**src/rtl/vga_timing_gen.sv**
```systemverilog
// VGA raster timing generator: clk50 is divided down to the pixel clock, h/v timing fields
// are reprogrammable through a shadow bank that is committed at the frame boundary.
module vga_timing_gen #(
  parameter int CLKDIV  = 2,
  parameter int W       = 12,
  parameter int HACTIVE = 640,
  parameter int HFP     = 16,
  parameter int HSYNC   = 96,
  parameter int HBP     = 48,
  parameter int VACTIVE = 480,
  parameter int VFP     = 10,
  parameter int VSYNC   = 2,
  parameter int VBP     = 33,
  parameter bit HS_POL  = 1'b0,
  parameter bit VS_POL  = 1'b0
) (
  input  logic         clk50,
  input  logic         reset,
  input  logic         cfg_we,
  input  logic [2:0]   cfg_addr,
  input  logic [W-1:0] cfg_wdata,
  input  logic         irq_ack,
  output logic         VGA_CLK,
  output logic         VGA_HS,
  output logic         VGA_VS,
  output logic         VGA_BLANK_n,
  output logic         VGA_SYNC_n,
  output logic [W-1:0] VGA_HCOUNT,
  output logic [W-1:0] VGA_VCOUNT,
  output logic         pix_stb,
  output logic         line_start,
  output logic         frame_start,
  output logic         vblank_irq
);

  localparam int DW = $clog2(CLKDIV);
  localparam int TW = W + 2;
  localparam logic [DW-1:0] DIV_LAST = DW'(CLKDIV - 1);
  localparam logic [DW-1:0] DIV_HALF = DW'(CLKDIV / 2);

  localparam logic [2:0] F_HACT = 3'd0;
  localparam logic [2:0] F_HFP  = 3'd1;
  localparam logic [2:0] F_HSYN = 3'd2;
  localparam logic [2:0] F_HBP  = 3'd3;
  localparam logic [2:0] F_VACT = 3'd4;
  localparam logic [2:0] F_VFP  = 3'd5;
  localparam logic [2:0] F_VSYN = 3'd6;
  localparam logic [2:0] F_VBP  = 3'd7;

  localparam logic [7:0][W-1:0] FIELD_INIT = {
    W'(VBP), W'(VSYNC), W'(VFP), W'(VACTIVE),
    W'(HBP), W'(HSYNC), W'(HFP), W'(HACTIVE)
  };

  function automatic logic [TW-1:0] ext(input logic [W-1:0] v);
    return TW'(v);
  endfunction

  // Sync is asserted for cnt in [active+fp, active+fp+sync); sums kept at TW bits.
  function automatic logic sync_level(input logic [W-1:0] cnt, input logic [W-1:0] act,
                                      input logic [W-1:0] fp, input logic [W-1:0] sw,
                                      input logic pol);
    logic [TW-1:0] first_c;
    logic [TW-1:0] end_c;
    first_c = ext(act) + ext(fp);
    end_c   = first_c + ext(sw);
    if ((ext(cnt) >= first_c) && (ext(cnt) < end_c))
      return pol;
    else
      return !pol;
  endfunction

  logic [DW-1:0]         div;
  logic [W-1:0]          hcount;
  logic [W-1:0]          vcount;
  logic [7:0][W-1:0]     act_f;
  logic [7:0][W-1:0]     shd_f;
  logic                  pending;

  logic [W-1:0]          hactive;
  logic [W-1:0]          vactive;
  logic [TW-1:0]         htot;
  logic [TW-1:0]         vtot;
  logic                  h_last;
  logic                  v_last;
  logic                  h_wrap;
  logic                  v_wrap;
  logic                  irq_set;

  assign hactive = act_f[F_HACT];
  assign vactive = act_f[F_VACT];
  assign htot    = ext(act_f[F_HACT]) + ext(act_f[F_HFP]) + ext(act_f[F_HSYN]) + ext(act_f[F_HBP]);
  assign vtot    = ext(act_f[F_VACT]) + ext(act_f[F_VFP]) + ext(act_f[F_VSYN]) + ext(act_f[F_VBP]);

  assign pix_stb = (div == DIV_LAST);
  assign VGA_CLK = (div >= DIV_HALF);
  assign h_last  = (ext(hcount) == htot - TW'(1));
  assign v_last  = (ext(vcount) == vtot - TW'(1));
  assign h_wrap  = pix_stb && h_last;
  assign v_wrap  = h_wrap && v_last;
  // Flag rises together with line_start on the line where vcount becomes vactive.
  assign irq_set = h_wrap && !v_last && ((vcount + W'(1)) == vactive);

  always_ff @(posedge clk50 or posedge reset) begin
    if (reset)
      div <= '0;
    else if (pix_stb)
      div <= '0;
    else
      div <= div + DW'(1);
  end

  always_ff @(posedge clk50 or posedge reset) begin
    if (reset) begin
      hcount <= '0;
      vcount <= '0;
    end else if (pix_stb) begin
      hcount <= h_last ? '0 : hcount + W'(1);
      if (h_last)
        vcount <= v_last ? '0 : vcount + W'(1);
    end
  end

  always_ff @(posedge clk50 or posedge reset) begin
    if (reset) begin
      line_start  <= 1'b0;
      frame_start <= 1'b0;
      vblank_irq  <= 1'b0;
    end else begin
      line_start  <= h_wrap;
      frame_start <= v_wrap;
      if (irq_set)
        vblank_irq <= 1'b1;
      else if (irq_ack)
        vblank_irq <= 1'b0;
    end
  end

  // A write in the commit cycle lands in shadow only and keeps pending set for the next frame.
  always_ff @(posedge clk50 or posedge reset) begin
    if (reset) begin
      shd_f   <= FIELD_INIT;
      act_f   <= FIELD_INIT;
      pending <= 1'b0;
    end else begin
      if (cfg_we)
        shd_f[cfg_addr] <= cfg_wdata;
      if (v_wrap && pending)
        act_f <= shd_f;
      if (cfg_we)
        pending <= 1'b1;
      else if (v_wrap)
        pending <= 1'b0;
    end
  end

  assign VGA_HS      = sync_level(hcount, act_f[F_HACT], act_f[F_HFP], act_f[F_HSYN], HS_POL);
  assign VGA_VS      = sync_level(vcount, act_f[F_VACT], act_f[F_VFP], act_f[F_VSYN], VS_POL);
  assign VGA_BLANK_n = (hcount < hactive) && (vcount < vactive);
  assign VGA_SYNC_n  = 1'b1;
  assign VGA_HCOUNT  = hcount;
  assign VGA_VCOUNT  = vcount;

endmodule

```
**config.mk**
```make
export PLATFORM = sky130hd
export DESIGN_NAME = vga_timing_gen
export DESIGN_NICKNAME = d
export VERILOG_FILES = /design/src/rtl/vga_timing_gen.sv
export SDC_FILE = /design/constraint.sdc
export NUM_CORES = 1
export LEC_CHECK = 0
export ABC_CLOCK_PERIOD_IN_PS = 11300
export CAP_MARGIN = 20
export CORE_ASPECT_RATIO = 0.8
export CORE_UTILIZATION = 30
export CTS_CLUSTER_SIZE = 30
export DETAILED_ROUTE_END_ITERATION = 6
export GPL_TIMING_DRIVEN = 0
export PLACE_DENSITY_LB_ADDON = 0.25
export SETUP_SLACK_MARGIN = 0.4
export SYNTH_ARGS = -nofsm -noshare
export SYNTH_HDL_FRONTEND = slang
export SYNTH_SLANG_ARGS = --single-unit
```
**constraint.sdc**
```tcl
create_clock -name clk50 -period 11.3 [get_ports clk50]
set_input_delay 3.39 -clock clk50 [delete_from_list [all_inputs] [get_ports clk50]]
set_output_delay 3.39 -clock clk50 [all_outputs]
set_load 0.1 [all_outputs]
```
==> Word-level counts from Yosys, hierarchy flattened <==
Cells that the tools add are included.
W data, S select, Z words.
{ "word_totals": {"ff_bits": 221, "input_bits": 19, "word_cells": 71} }
{ "op_classes": {"add_sub_neg": 11, "magnitude_cmp": 9, "eq_ne": 3, "n_mux": 12, "n_reduce_logical": 13} }
{ "op_table": {"columns": ["operator", "n"], "rows": [
  ["$bwmux W96", 1],
  ["$demux W12 S3", 1],
  ["$mux W12", 3],
  ["$add A13 B12 Y14", 2],
  ["$add A14 B12 Y14", 2],
  ["$eq A12 B14 Y1", 2],
  ["$lt A12 B14 Y1", 2],
  ["$sub A14 B1 Y14 const B", 2],
  ["$add A12 B12 Y13", 2],
  ["$ge A12 B13 Y1", 2],
  ["$add A12 B1 Y12 const B", 2],
  ["$lt A12 B12 Y1", 2],
  ["$eq A12 B12 Y1", 1],
  ["$logic_and A1 B1 Y1", 9],
  ["$mux W1", 7],
  ["$lt A3 B4 Y1 const B", 1],
  ["$reduce_bool A2 Y1", 2],
  ["$ge A3 B1 Y1 const B", 1],
  ["$reduce_and A2 Y1", 1],
  ["$add A1 B1 Y1 const B", 1],
  ["$ge A1 B1 Y1 const B", 1],
  ["$logic_not A1 Y1", 1]
]} }

==> Depth between registers and ports, before layout <==
{ "logic_depth": {"depth_word": 9, "mapped_depth": 31} }

==> Worst setup path after synthesis <==
Ideal clock, no wire load.
{ "synth_timing": {"path_kind": "reg-to-output", "from": "register act_f, in the netlist vactive[0]", "to": "output port VGA_VS", "arrival_time_ps": 4389, "required_time_ps": 7910, "path_slack_ps": 3521, "path_stages_with_launch": 22, "n_path_buf": 1, "path_cell_list": "dfrtp_1 -> ha_1 -> fa_1 -> a21o_1 -> a21oi_1 -> nor2b_1 -> o211ai_1 -> nand2_1 -> nand4_1 -> nand3b_1 -> xor2_1 -> ha_1 -> clkbuf_1 -> o21a_1 -> o21ai_0 -> inv_1 -> nand2_1 -> o311a_1 -> xor2_1 -> ha_1 -> o2111a_1 -> a2111o_1"} }
{ "synth_between": {"elab_chain_cells": 5, "elab_cells_between_ends": 6, "cone_classes": "add/sub: 2; order compare: 2; mux: 1; reduce/logical: 1"} }
{ "synth_lines": {"columns": ["element", "line", "source"], "rows": [
  ["start, declared", "76", "logic [7:0][W-1:0] act_f;"],
  ["start signal, assigned", "143", "act_f <= FIELD_INIT;"],
  ["start signal, assigned", "149", "act_f <= shd_f;"],
  ["$add A12 B12 Y13 (*)", "65", "first_c = ext(act) + ext(fp);"],
  ["$add A13 B12 Y14", "66", "end_c = first_c + ext(sw);"],
  ["$lt A12 B14 Y1", "67", "if ((ext(cnt) >= first_c) && (ext(cnt) < end_c))"],
  ["$logic_and A1 B1 Y1 (*)", "67", null],
  ["$mux W1 (*)", "67", null],
  ["end, declared", "25", "output logic VGA_VS,"]
]} }
Mark *: on every way between the ends. The rest lies on a longest branch, timed or not.

==> Worst setup path in the final report <==
{ "layout_timing": {"from": "register act_f, in the netlist hactive[0]", "to": "output port VGA_HS"} }
{ "layout_between": {"elab_chain_cells": 5, "elab_cells_between_ends": 6, "cone_classes": "add/sub: 2; order compare: 2; mux: 1; reduce/logical: 1"} }
{ "layout_lines": {"columns": ["element", "line", "source"], "rows": [
  ["$add A12 B12 Y13 (*)", "65", null],
  ["$add A13 B12 Y14", "66", null],
  ["$lt A12 B14 Y1", "67", null],
  ["$logic_and A1 B1 Y1 (*)", "67", null],
  ["$mux W1 (*)", "67", null],
  ["end, declared", "24", "output logic VGA_HS,"]
]} }
Marks and branches as above.

==> metrics.md <==
| Metric | Value |
|---|---|
| Outcome | finished, final reports clean |
| Asr flop ratio synth | 1.00 |
| Tot Pwr | 1880 uW |
| CTS buffer count | 26 |
| HP Class | reg2reg |
| Synth Cell Area | roughly 15000 um^2 |
| Global route total overflow | 0 |
| Most common cell after layout, fill and taps aside | dfrtp_1 |
| Routed vias/inst | around 4.8 |
| Power per cell area | 109 nW/um^2 |
| CTS Sinks | about 220 |
| # DRC | 0 |
| CTS resizes | 0 |
| WHS Path Cells | 1 |
| Crit Path Class | reg2out |
| Maximum clock frequency | about 100 MHz |
| Root buffer cell | clkbuf_16 |
| VDD IR-drop max | just under 0.0001 V |
| Critical path capture point type | output port |
| Syn avg cell area | between 10 and 15 um^2 |
| Layout cells sized above 1 | 0.200 |
| Syn-to-layout area delta | 15.0% |
| CP arrival | roughly 6400 ps |
| Tmin final | just under 10000 ps |
| Initial antenna violation count | 0 |
| Dpl cells | 2116 |
| DP Wirelength | around 29000 um |
| Finished Layout Cells | 2164 |
| Final hold slack | about 480 ps |
| Main synth FF type | dfrtp_1 |
| CTS tree | yes |
| Slew @ Worst Pin | around 1000 ps |
| Input/output buffers | 50 |
| Die area | between 50000 and 60000 um^2 |
| Leakage | 0.00796 uW |
| Relative slew margins | 0.317 |
| Nets | between 1500 and 2000 |
| H-tree lvl count | 1 |
| FF+latch count, synth | between 200 and 250 |
| Hold Violations, Final | 0 |
| Clk Latency, worst-skew pair | 550 ps |
| Final setup vio count | 0 |
| Vias | 10473 |
| CP Launch Type | flip-flop |
| First-pass GRT wire length | roughly 60000 um |
| Detailed Route WL | roughly 37000 um |
| Reg2Reg Depth | 29 |
| Distinct cell type count after synthesis | 76 |
| Mean routed wirelength per cell | 17.2 um |
| RSZ-0062 raised after global routing | false |
| Ports | 52 |
| Die Y | between 200 and 250 um |
| Sequential area share after synthesis | 0.373 |
| Slew Limit Fails | 0 |
| Largest net degree at the start of global routing | roughly 120 |
| Vias in the first global route | 10358 |
| Die Wd | roughly 250 um |
| Yosys warning count | 0 |
| EDFF count, synth | 0 |
| Gpl congestion | ~0.85 |
| Core area | 48700 um^2 |
| Maxcap violations | 0 |
| Syn_nets | roughly 1600 |
| Hold Buf Count CTS | 0 |
| Clock transition at the registers of the reported paths | around 60 ps |
| Gr usage total | 0.149 |
| Period utilization | 0.869 |
| Drt pass-1 iters | 5 |
| Clock buffer depth | 3 |
| Number of inserted diodes | 0 |
| Postcts setup bufs | 0 |
| Worst clock skew | between 10 and 15 ps |
| Starting Density | 0.307 |
| Row count | 72 |
| Post-Synthesis Cells | 1399 |
| Antenna Nets Post-Route | 0 |
| WP data required | 7910 ps |
| Initial DRC count | approximately 600 |
| Worst-path maximum fanout | 4 |
| Most frequent cells in the layout | 189 x dfrtp_1, 167 x ha_1, 154 x mux2_2, 139 x inv_1 |
==> worst max-delay path, cell delays in order, from the launching register on <==
cell             delay, ps
dfrtp_1                370
ha_1                   170
inv_1                   50
fa_1                   400
nor2b_1                120
o21ai_0                130
a21boi_0               390
o21ai_0                140
nand2b_1               100
xor2_1                  90
ha_1                   250
o41ai_1                890
o211ai_1               300
o21ai_0                220
nand2b_1                90
xnor2_1                210
ha_1                   290
a21o_1                 160
a21oi_1                170
o31ai_1                110
a211o_1                250
clkdlybuf4s50_1        970
==> Yosys cell counts, types with 5 or more instances <==
cell type | instances | area [um^2]
a211oi_1 | 11 | 82.6
clkbuf_1 | 24 | 90.1
nor2_1 | 46 | 173
nor4_1 | 9 | 56.3
o21ai_0 | 54 | 270
buf_6 | 5 | 56.3
nand2_1 | 52 | 195
buf_1 | 5 | 18.8
fa_1 | 6 | 120
dfstp_2 | 32 | 841
nor2b_1 | 16 | 100
or2_2 | 6 | 37.5
and2_1 | 5 | 31.3
buf_2 | 7 | 35.0
xnor2_1 | 57 | 499
a21oi_1 | 57 | 285
a2bb2oi_1 | 6 | 52.6
o31ai_1 | 8 | 60.1
nand4_1 | 10 | 62.6
o21a_1 | 22 | 165
o2bb2ai_1 | 6 | 52.6
mux2_2 | 154 | 1730
a31oi_1 | 6 | 37.5
dfrtp_1 | 189 | 4730
a21o_1 | 28 | 210
mux2i_1 | 5 | 50.1
inv_1 | 140 | 526
nor3b_1 | 6 | 45.0
o211ai_1 | 13 | 97.6
nand3_1 | 31 | 155
mux2_4 | 40 | 601
ha_1 | 167 | 2090
xor2_1 | 42 | 368
or3_1 | 12 | 75.1
nor3_1 | 22 | 110
and3_1 | 9 | 56.3
nand2b_1 | 17 | 106
==> metrics by stage <==
step,area [um^2],setup TNS (ps),setup slack (ps),util
floorplan,14900,0,1910,-
detailed placement,16300,0,2090,0.335
global route,17200,0,1110,0.353
CTS,17200,0,1490,0.353
finish,17200,0,1480,0.353
global placement,16300,-206980,-1120,0.334
==> power by group <==
group | total, uW | internal [uW] | switching, uW
Combinational | 113 | 66.1 | 47.3
Sequential | 914 | 877 | 37.6
Clock | 849 | 503 | 347
Total | 1880 | 1450 | 432
==> kinds of logic after synthesis <==
kind of cell	Yosys count	synth area share
xor gates and xnor gates	101	0.0607
AOI/OAI and AO/OA	257	0.115
adders and majority gates	174	0.149
muxes	199	0.160
other	1	0.000251
buffers and inverters	184	0.0498
and+or+nand+nor	262	0.0933
DFF	221	0.373
==> final timing paths <==
kind	start	endpoint	slack, ps
max reg2reg	hactive[0]	vactive[4]	3610
max in group asynchronous	reset	act_f[35]	6830
max	hactive[0]	VGA_HS	1480
min in group asynchronous	reset	line_start	3440
min	pending	pending	480
min reg2reg	pending	pending	480
==> routing by layer <==
| layer | GRT usage | up-vias | part of all wire |
|---|---|---|---|
| li1 | - | 5158 | - |
| met1 | 0.233 | 5141 | 0.54 |
| met2 | 0.216 | 134 | 0.41 |
| met3 | 0.0203 | 40 | 0.032 |
| met4 | 0.0294 | 0 | 0.019 |
| met5 | 0 | - | 0 |
==> cell type report <==
cell class                      count  area (um^2)
Fill cell                        4901        31600
Multi-Input combinational cell    994         8630
Sequential cell                   221         5570
Tap cell                          666          833
Clock buffer                       36          738
Inverter                          141          537
Timing Repair Buffer               51          528
Buffer                             43          215
Clock inverter                     12          129
==> state kept, by name, indices dropped and copies added, names as in the netlist <==
signal	count
frame_start	1
VGA_HCOUNT	12
vblank_irq	1
pending	1
VGA_VCOUNT	12
vactive	12
act_f	72
pix_stb	1
hactive	12
shd_f	96
line_start	1
Power figures use the tool's default switching activity.
